`src/rtl/fifo_wr_arbiter.sv`:
```
// -----------------------------------------------------------------------------
// fifo_wr_arbiter
//   Shares the single write port of the 8-entry FIFO between two producers.
//   Round-robin arbitration, one write in flight at a time. Each write is
//   confirmed from the FIFO wr_ack/wr_err response; rejected writes are
//   retried up to MAX_RETRY attempts before the requester gets an err pulse.
//
// Ports
//   clk, reset              : clock, synchronous active-high reset
//   req0/req1, din0/din1    : producer level requests and data
//   done0/done1, err0/err1  : one-cycle completion / abandon pulses
//   fifo_wr_en, fifo_din    : write strobe and data towards the FIFO
//   fifo_full, fifo_wr_ack,
//   fifo_wr_err             : FIFO status and write response
//   busy, owner             : transaction in progress / current or last owner
// -----------------------------------------------------------------------------
module fifo_wr_arbiter #(
  parameter int DATA_WIDTH = 32,
  parameter int MAX_RETRY  = 3
) (
  input  logic                  clk,
  input  logic                  reset,
  input  logic                  req0,
  input  logic                  req1,
  input  logic [DATA_WIDTH-1:0] din0,
  input  logic [DATA_WIDTH-1:0] din1,
  output logic                  done0,
  output logic                  done1,
  output logic                  err0,
  output logic                  err1,
  output logic                  fifo_wr_en,
  output logic [DATA_WIDTH-1:0] fifo_din,
  input  logic                  fifo_full,
  input  logic                  fifo_wr_ack,
  input  logic                  fifo_wr_err,
  output logic                  busy,
  output logic                  owner
);

  localparam logic [2:0] S_IDLE  = 3'b000;
  localparam logic [2:0] S_ISSUE = 3'b001;
  localparam logic [2:0] S_RESP  = 3'b010;
  localparam logic [2:0] S_HOLD  = 3'b011;
  localparam logic [2:0] S_DONE  = 3'b100;

  localparam logic [2:0] C_MAX_RETRY = 3'(MAX_RETRY);

  logic [2:0]            r_state;
  logic [2:0]            w_next_state;
  logic                  r_rr;
  logic                  r_owner;
  logic [DATA_WIDTH-1:0] r_data;
  logic [2:0]            r_retry;
  logic                  r_err;

  logic                  w_grant;
  logic                  w_winner;
  logic                  w_reject;
  logic [2:0]            w_retry_inc;
  logic                  w_retry_hit;

  // A new transaction may start only when someone asks and the FIFO has room.
  assign w_grant     = (req0 | req1) & ~fifo_full;
  // Contention goes to the round-robin pointer; otherwise the sole requester.
  assign w_winner    = (req0 & req1) ? r_rr : req1;
  // Ack wins over err (both set is illegal); silence counts as a reject.
  assign w_reject    = fifo_wr_err | ~fifo_wr_ack;
  // Saturating increment so a misconfigured compare can never wrap to zero.
  assign w_retry_inc = (r_retry == 3'b111) ? 3'b111 : (r_retry + 3'd1);
  assign w_retry_hit = (w_retry_inc == C_MAX_RETRY);

  // State register.
  always_ff @(posedge clk) begin
    if (reset) begin
      r_state <= S_IDLE;
    end else begin
      r_state <= w_next_state;
    end
  end

  // Next-state logic.
  always_comb begin
    w_next_state = S_IDLE;
    case (r_state)
      S_IDLE: begin
        if (w_grant) begin
          w_next_state = S_ISSUE;
        end else begin
          w_next_state = S_IDLE;
        end
      end
      S_ISSUE: w_next_state = S_RESP;
      S_RESP: begin
        if (fifo_wr_ack) begin
          w_next_state = S_DONE;
        end else if (w_reject && w_retry_hit) begin
          w_next_state = S_DONE;
        end else begin
          w_next_state = S_HOLD;
        end
      end
      S_HOLD: begin
        if (fifo_full) begin
          w_next_state = S_HOLD;
        end else begin
          w_next_state = S_ISSUE;
        end
      end
      S_DONE:  w_next_state = S_IDLE;
      default: w_next_state = S_IDLE;
    endcase
  end

  // Transaction datapath: latched data/owner, retry count, result, rr pointer.
  always_ff @(posedge clk) begin
    if (reset) begin
      r_data  <= '0;
      r_owner <= 1'b0;
      r_retry <= 3'd0;
      r_err   <= 1'b0;
      r_rr    <= 1'b0;
    end else begin
      case (r_state)
        S_IDLE: begin
          if (w_grant) begin
            r_data  <= w_winner ? din1 : din0;
            r_owner <= w_winner;
            r_retry <= 3'd0;
            r_err   <= 1'b0;
          end
        end
        S_RESP: begin
          if (!fifo_wr_ack && w_reject) begin
            r_retry <= w_retry_inc;
          end
          r_err <= ~fifo_wr_ack & w_reject & w_retry_hit;
        end
        S_DONE:  r_rr <= ~r_owner;
        default: r_rr <= r_rr;
      endcase
    end
  end

  // Outputs decoded purely from registered state.
  always_comb begin
    fifo_wr_en = (r_state == S_ISSUE);
    fifo_din   = r_data;
    busy       = (r_state != S_IDLE);
    owner      = r_owner;
    done0      = 1'b0;
    done1      = 1'b0;
    err0       = 1'b0;
    err1       = 1'b0;
    if (r_state == S_DONE) begin
      done0 = ~r_err & ~r_owner;
      done1 = ~r_err &  r_owner;
      err0  =  r_err & ~r_owner;
      err1  =  r_err &  r_owner;
    end else begin
      done0 = 1'b0;
    end
  end

endmodule
```
`config.mk`:
```
export PLATFORM = sky130hd
export DESIGN_NAME = fifo_wr_arbiter
export DESIGN_NICKNAME = d
export VERILOG_FILES = /design/src/rtl/fifo_wr_arbiter.sv
export SDC_FILE = /design/constraint.sdc
export NUM_CORES = 1
export LEC_CHECK = 0
export ABC_CLOCK_PERIOD_IN_PS = 2230
export CORE_MARGIN = 5
export CORE_UTILIZATION = 25
export CTS_CLUSTER_DIAMETER = 150
export DETAILED_ROUTE_END_ITERATION = 10
export GPL_TIMING_DRIVEN = 0
export PLACE_DENSITY = 0.55
export SYNTH_ARGS = -nofsm -noshare
export SYNTH_HDL_FRONTEND = slang
export SYNTH_SLANG_ARGS = --single-unit
```
`constraint.sdc`:
```
create_clock -name clk -period 2.23 [get_ports clk]
set_clock_uncertainty 0.2 [all_clocks]
set_input_delay 0.223 -clock clk [delete_from_list [all_inputs] [get_ports clk]]
set_output_delay 0.223 -clock clk [all_outputs]
set_load 0.01 [all_outputs]
```
Word level (Yosys, flattened, before mapping). Index checks and enable logic that the tools add are counted.

Bits of input ports: 71. Memories: 0. RAM bits: 0. Memory bits (read-only): 0. Output and inout port bits: 39. Logic and storage cells: 55. Latch bits: 0. Register bits: 41.

Shift-type cells: 0. Equality and inequality tests: 8. Reduce and logical (&&, ||, !) cells: 9. $add $sub $neg: 1. $lt $le $gt $ge: 0. Divide/modulo/power cells: 0. Bitwise logic cells: 14. Multipliers: 0. Multiplexer cells: 17.

Operators with widths (count): $mux 32 (1); $mux 3 (5); $pmux 3 s4 (1); $eq 3x2->1 const B (3); $and 1x1->1 (8); $mux 1 (7); $eq 3x3->1 const B (2); $pmux 3 s2 (1); $ne 2x2->1 const B (2); $not 1->1 (4); $reduce_and 2->1 (2); $add 3x1->3 const B (1); $eq 3x1->1 const B (1); $logic_not 3->1 (1); $reduce_and 3->1 (1); $reduce_bool 3->1 (1); $logic_and 1x1->1 (2); $mux 2 (1); $or 1x1->1 (2); $pmux 1 s2 (1); $reduce_bool 2->1 (1); $logic_not 1->1 (1).

Logic depth before layout (Yosys ltp). Gate-level depths: netlist (run 1).

Depth in word-level cells: 7. Mapped depth: 6. Mapped depth without buffers: 4.

Worst setup path before layout (run 1). OpenSTA, ideal clock, no wires.

Path kind: flip-flop to flip-flop. Start: register r_retry[0]. End: register r_err. Path slack: 445 ps. Clock period less this slack: 1785 ps. Stages on the path, launching flop included: 5. Path buffers: 0. Library setup time: 70 ps. Arrival: 1514 ps. Required time: 1960 ps. Cells stage by stage: dfxtp_1 > ha_1 > or4b_1 > or3_1 > a21oi_1.

Longest elaborated chain between the ends: 5. Elaborated cells on any way between the ends: 6. Those cells by class: add/sub: 1; eq/ne: 2; mux: 2; bitwise: 1.

Ends and longest elaborated chain: start: declaration (line 53) `logic [2:0] r_retry;`; start signal: assignment (line 134) `r_retry <= w_retry_inc;`; $add 3x1->3 / $eq 3x3->1 (equally long branches) (line 69) `assign w_retry_inc = (r_retry == 3'b111) ? 3'b111 : (r_retry + 3'd1);`; $mux 3 * (line 69); $eq 3x2->1 * (line 70) `assign w_retry_hit = (w_retry_inc == C_MAX_RETRY);`; $and 1x1->1 * (line 136) `r_err <= ~fifo_wr_ack & w_reject & w_retry_hit;`; $pmux 1 s2 * (line 123) `case (r_state)`; end signal: assignment (line 136); end: declaration (line 54) `logic r_err;`.

Every way passes the cells marked *; elsewhere a longest branch is shown, timed or not. A chain may end at the register's enable or synchronous reset.

Worst setup path in the final report (run 1).
Start: register r_state[1]. End: output port done0.

Longest elaborated chain between the ends: 2.

Ends and longest elaborated chain: start: declaration (line 48) `logic [2:0] r_state;`; start signal: assignment (line 77) `r_state <= w_next_state;`; $eq 3x3->1 (line 154) `if (r_state == S_DONE) begin`; $mux 1 (line 154); end: declaration (line 27) `output logic done0,`.

No other way between the ends.

==> results of run 1 <==
==> tightest hold or removal path: stages <==
cell and delay, ps:
buf_2 150, nand3b_1 100, a311oi_1 80
==> final timing paths <==
path	to	slack [ps]	cells after the start
worst max-delay path	done0	100	5
worst min-delay path	fifo_din[14]	100	3
worst max register to register	fifo_din[3]	320	6
worst min register to register	r_retry[1]	310	1
==> cells by family (layout without fill, tap and decap cells) <==
family                   after synthesis  count (layout)  share of synthesized area, %
AO/OA/AOI/OAI                        113             113                          34.1
adder cells (fa/ha/maj)                1               1                         0.592
buffers and inverters                 38             155                          7.58
flip-flops                            41              41                          38.9
multiplexers                           1               1                         0.474
AND/OR/NAND/NOR                       56              56                          18.4
==> power groups by stage <==
stage	logic, mW	registers [mW]	clock network (mW)
after floorplan	0.243	0.873	0
after global routing	0.657	0.844	0.601
final	0.602	0.835	0.546
after global placement	0.597	0.848	0
after CTS	0.602	0.831	0.570
after detailed placement	0.599	0.848	0
==> metrics by stage <==
stage | worst slack (ps) | total power [mW] | setup TNS, ps | std cells | utilization (%)
after floorplan | 445 | 1.12 | 0 | 250 | -
after global placement | 11.5 | 1.44 | 0 | 461 | 40.2
after detailed placement | 45.5 | 1.45 | 0 | 461 | 40.2
after CTS | 4.54 | 2.00 | 0 | 469 | 41.5
after global routing | -21.8 | 2.10 | -22.1 | 472 | 42.0
final | 102 | 1.98 | 0 | 472 | 42.0
==> flip-flops by register name, indices dropped and copies added, names as in the netlist <==
register  count
fifo_din     32
r_retry       3
r_state       3
owner         1
r_err         1
r_rr          1
==> per-layer routing <==
layer	vias up	track usage, %	wire length (µm)
met3	3	4.85	667
met1	1107	19.5	3510
met2	95	23.4	3660
met5	-	0	0
li1	1189	-	-
met4	0	2.83	27
==> timing repair <==
| item | in CTS | in global routing |
|---|---|---|
| setup buffers | 0 | 4 |
| gates resized for setup | 1 | 3 |
| pin swaps | 0 | 2 |
| setup endpoints to repair | 2 | 6 |
==> cell type report <==
| cell class | count | area [µm²] |
|---|---|---|
| clock inverters | 1 | 5.00 |
| flip-flops and latches | 41 | 821 |
| fillers | 866 | 4770 |
| clock buffers | 7 | 96.3 |
| plain buffers | 31 | 136 |
| repair buffers | 110 | 1090 |
| inverters | 6 | 22.5 |
| well taps | 105 | 131 |
| multi-input cells | 171 | 1140 |
==> placed cells by master (no fill, tap or decap), types with 2 or more instances in the layout <==
master	Yosys	layout
a211oi_1	2	2
clkbuf_1	18	17
buf_2	14	13
buf_4	0	4
and3_1	2	2
nand3b_1	32	32
inv_1	4	4
clkdlybuf4s50_1	0	105
nor2_1	3	3
clkbuf_8	0	7
o21ai_0	36	36
a21oi_1	36	36
nor3b_1	3	2
inv_2	2	2
a311oi_1	33	33
nor3_1	3	3
dfxtp_1	41	41
a32o_1	2	2
nand2_1	6	6
==> results by group, run 1 <==
STA
  • Worst Tran Pin Value: 559 ps
  • Slew Limit Fails: 0
  • Highest clock rate: 470 MHz
  • Final Hold Fails: 0
  • Rel. slew slack: 62.7%
  • Min Tclk post-route: 2130 ps
  • # setup viols final: 0
  • Crit share post-route: 95.4%
  • Worst hold slack: 102 ps

Layout
  • Antenna cells: 0
  • Design area: 3450 µm²
  • Area grow syn2layout: 63.3%
  • Share of post-route cells with drive strength above 1: 8.72%
  • Final nets: 438

Logic synthesis
  • Seq/Total Area, Yosys: 38.9%
  • Syn Area/Cell: 8.45 µm²
  • Synth Register Bits: 41
  • Synth cell types: 29
  • Number of flops mapped to enable cells by yosys: 0
  • Synth area leaders: dfxtp_1 39%, a311oi_1 14%, nand3b_1 11%
  • Area leader, netlist: dfxtp_1
  • Ys flop type: dfxtp_1
  • Mapped Cells: 250
  • Post-synthesis cell area: 2110 µm²
  • Syn_nets: 322
  • Commonest cells in the netlist: 41 x dfxtp_1, 36 x a21oi_1, 36 x o21ai_0
  • Yosys top cell area share: 38.9%
  • Most common cell in the netlist: dfxtp_1
  • Yosys warns: 0
  • Async SR Flop Fraction: 0%

Critical path
  • Critical Path AT: 1710 ps
  • Largest stage delay, worst path: 560 ps
  • Slowest cell on crit path: clkdlybuf4s50_1
  • Startpoint Class: register
  • R2r startpoint: r_state[1]
  • Crit-path max FO: 8
  • Crit path cell chain: buf_2 > nor2_1 > nand2_1 > nor3_1 > clkdlybuf4s50_1
  • Worst path bufs/invs: 2
  • CP Capture Type: primary output
  • CP Class: reg2out
  • Required @ worst endpoint: 1810 ps
  • Worst setup path startpoint: r_state[1]
  • Crit-path leading delay family: buffers and inverters

Route
  • Routed len/inst: 16.7 µm
  • Post-route DRC: 0
  • 1st-iter DRT viols: 67
  • Via total after detailed routing: 2394
  • Antenna-violating nets left: 0
  • Final wirelength: 7.87 mm
  • Via/cell ratio: 5.07
  • First-pass detailed-route iteration total: 5

Flow run
  • Maximum Capacitance Violations: 0

Outcome
  • Status: finished clean

Min path
  • Worst Hold Launch: req1
  • Hold Crit Class: in2reg

Pwr
  • Pwr Density: 575 nW/µm²
  • Psw: 577 µW
  • Comb power frac: 30.3%
  • Seq pwr share: 42.1%
  • Static leakage: 1.16 nW
  • P_int: 1.41 mW
  • Sw Share: 29.1%
  • Maximum vdd drop: 0.255 mV
  • Clk pwr share: 27.5%

Clock tree
  • Total CTS buffers: 5
  • Hold Buf Count CTS: 0
  • CTS root buf: clkbuf_8
  • Clock latency on the worst-skew pair: 290 ps
  • Clock sinks: 41
  • TritonCTS clock tree: yes
  • H-tree lvl count: 2
  • Clock transition at path regs: 80 ps
  • Clock Path Buffers: 2

Global routing
  • Overflow after GRT: 0
  • Total GRT Usage: 14.7%
  • Initial antenna violation count: 0
  • First-pass GRT wire length: 12.1 mm
  • Vias in the first global route: 2331
  • Largest net degree at the start of global routing: 13

Floorplan
  • Core Box Area: 8220 µm²
  • Starting Density: 25.7%
  • Die Area: 10400 µm²
  • Die height: 102 µm
  • IO Count: 110
  • Die Span X: 102 µm
  • Num rows: 33

Placed design
  • Placement Cell Area: 3300 µm²
  • Post-DP HPWL: 5.76 mm
  • I/O Buffers: 106
  • Gp weighted congestion: 0.735
Note: power is estimated with default switching activity, not from simulation.
==> inputs of run 2 (changes only) <==
--- a/config.mk
+++ b/config.mk
@@ -12,6 +12,7 @@
 export DETAILED_ROUTE_END_ITERATION = 10
 export GPL_TIMING_DRIVEN = 0
 export PLACE_DENSITY = 0.55
+export RECOVER_POWER = 100
 export SYNTH_ARGS = -nofsm -noshare
 export SYNTH_HDL_FRONTEND = slang
 export SYNTH_SLANG_ARGS = --single-unit
==> results of run 2 <==
Final layout, timing and power as in run 1 (identical DEF).
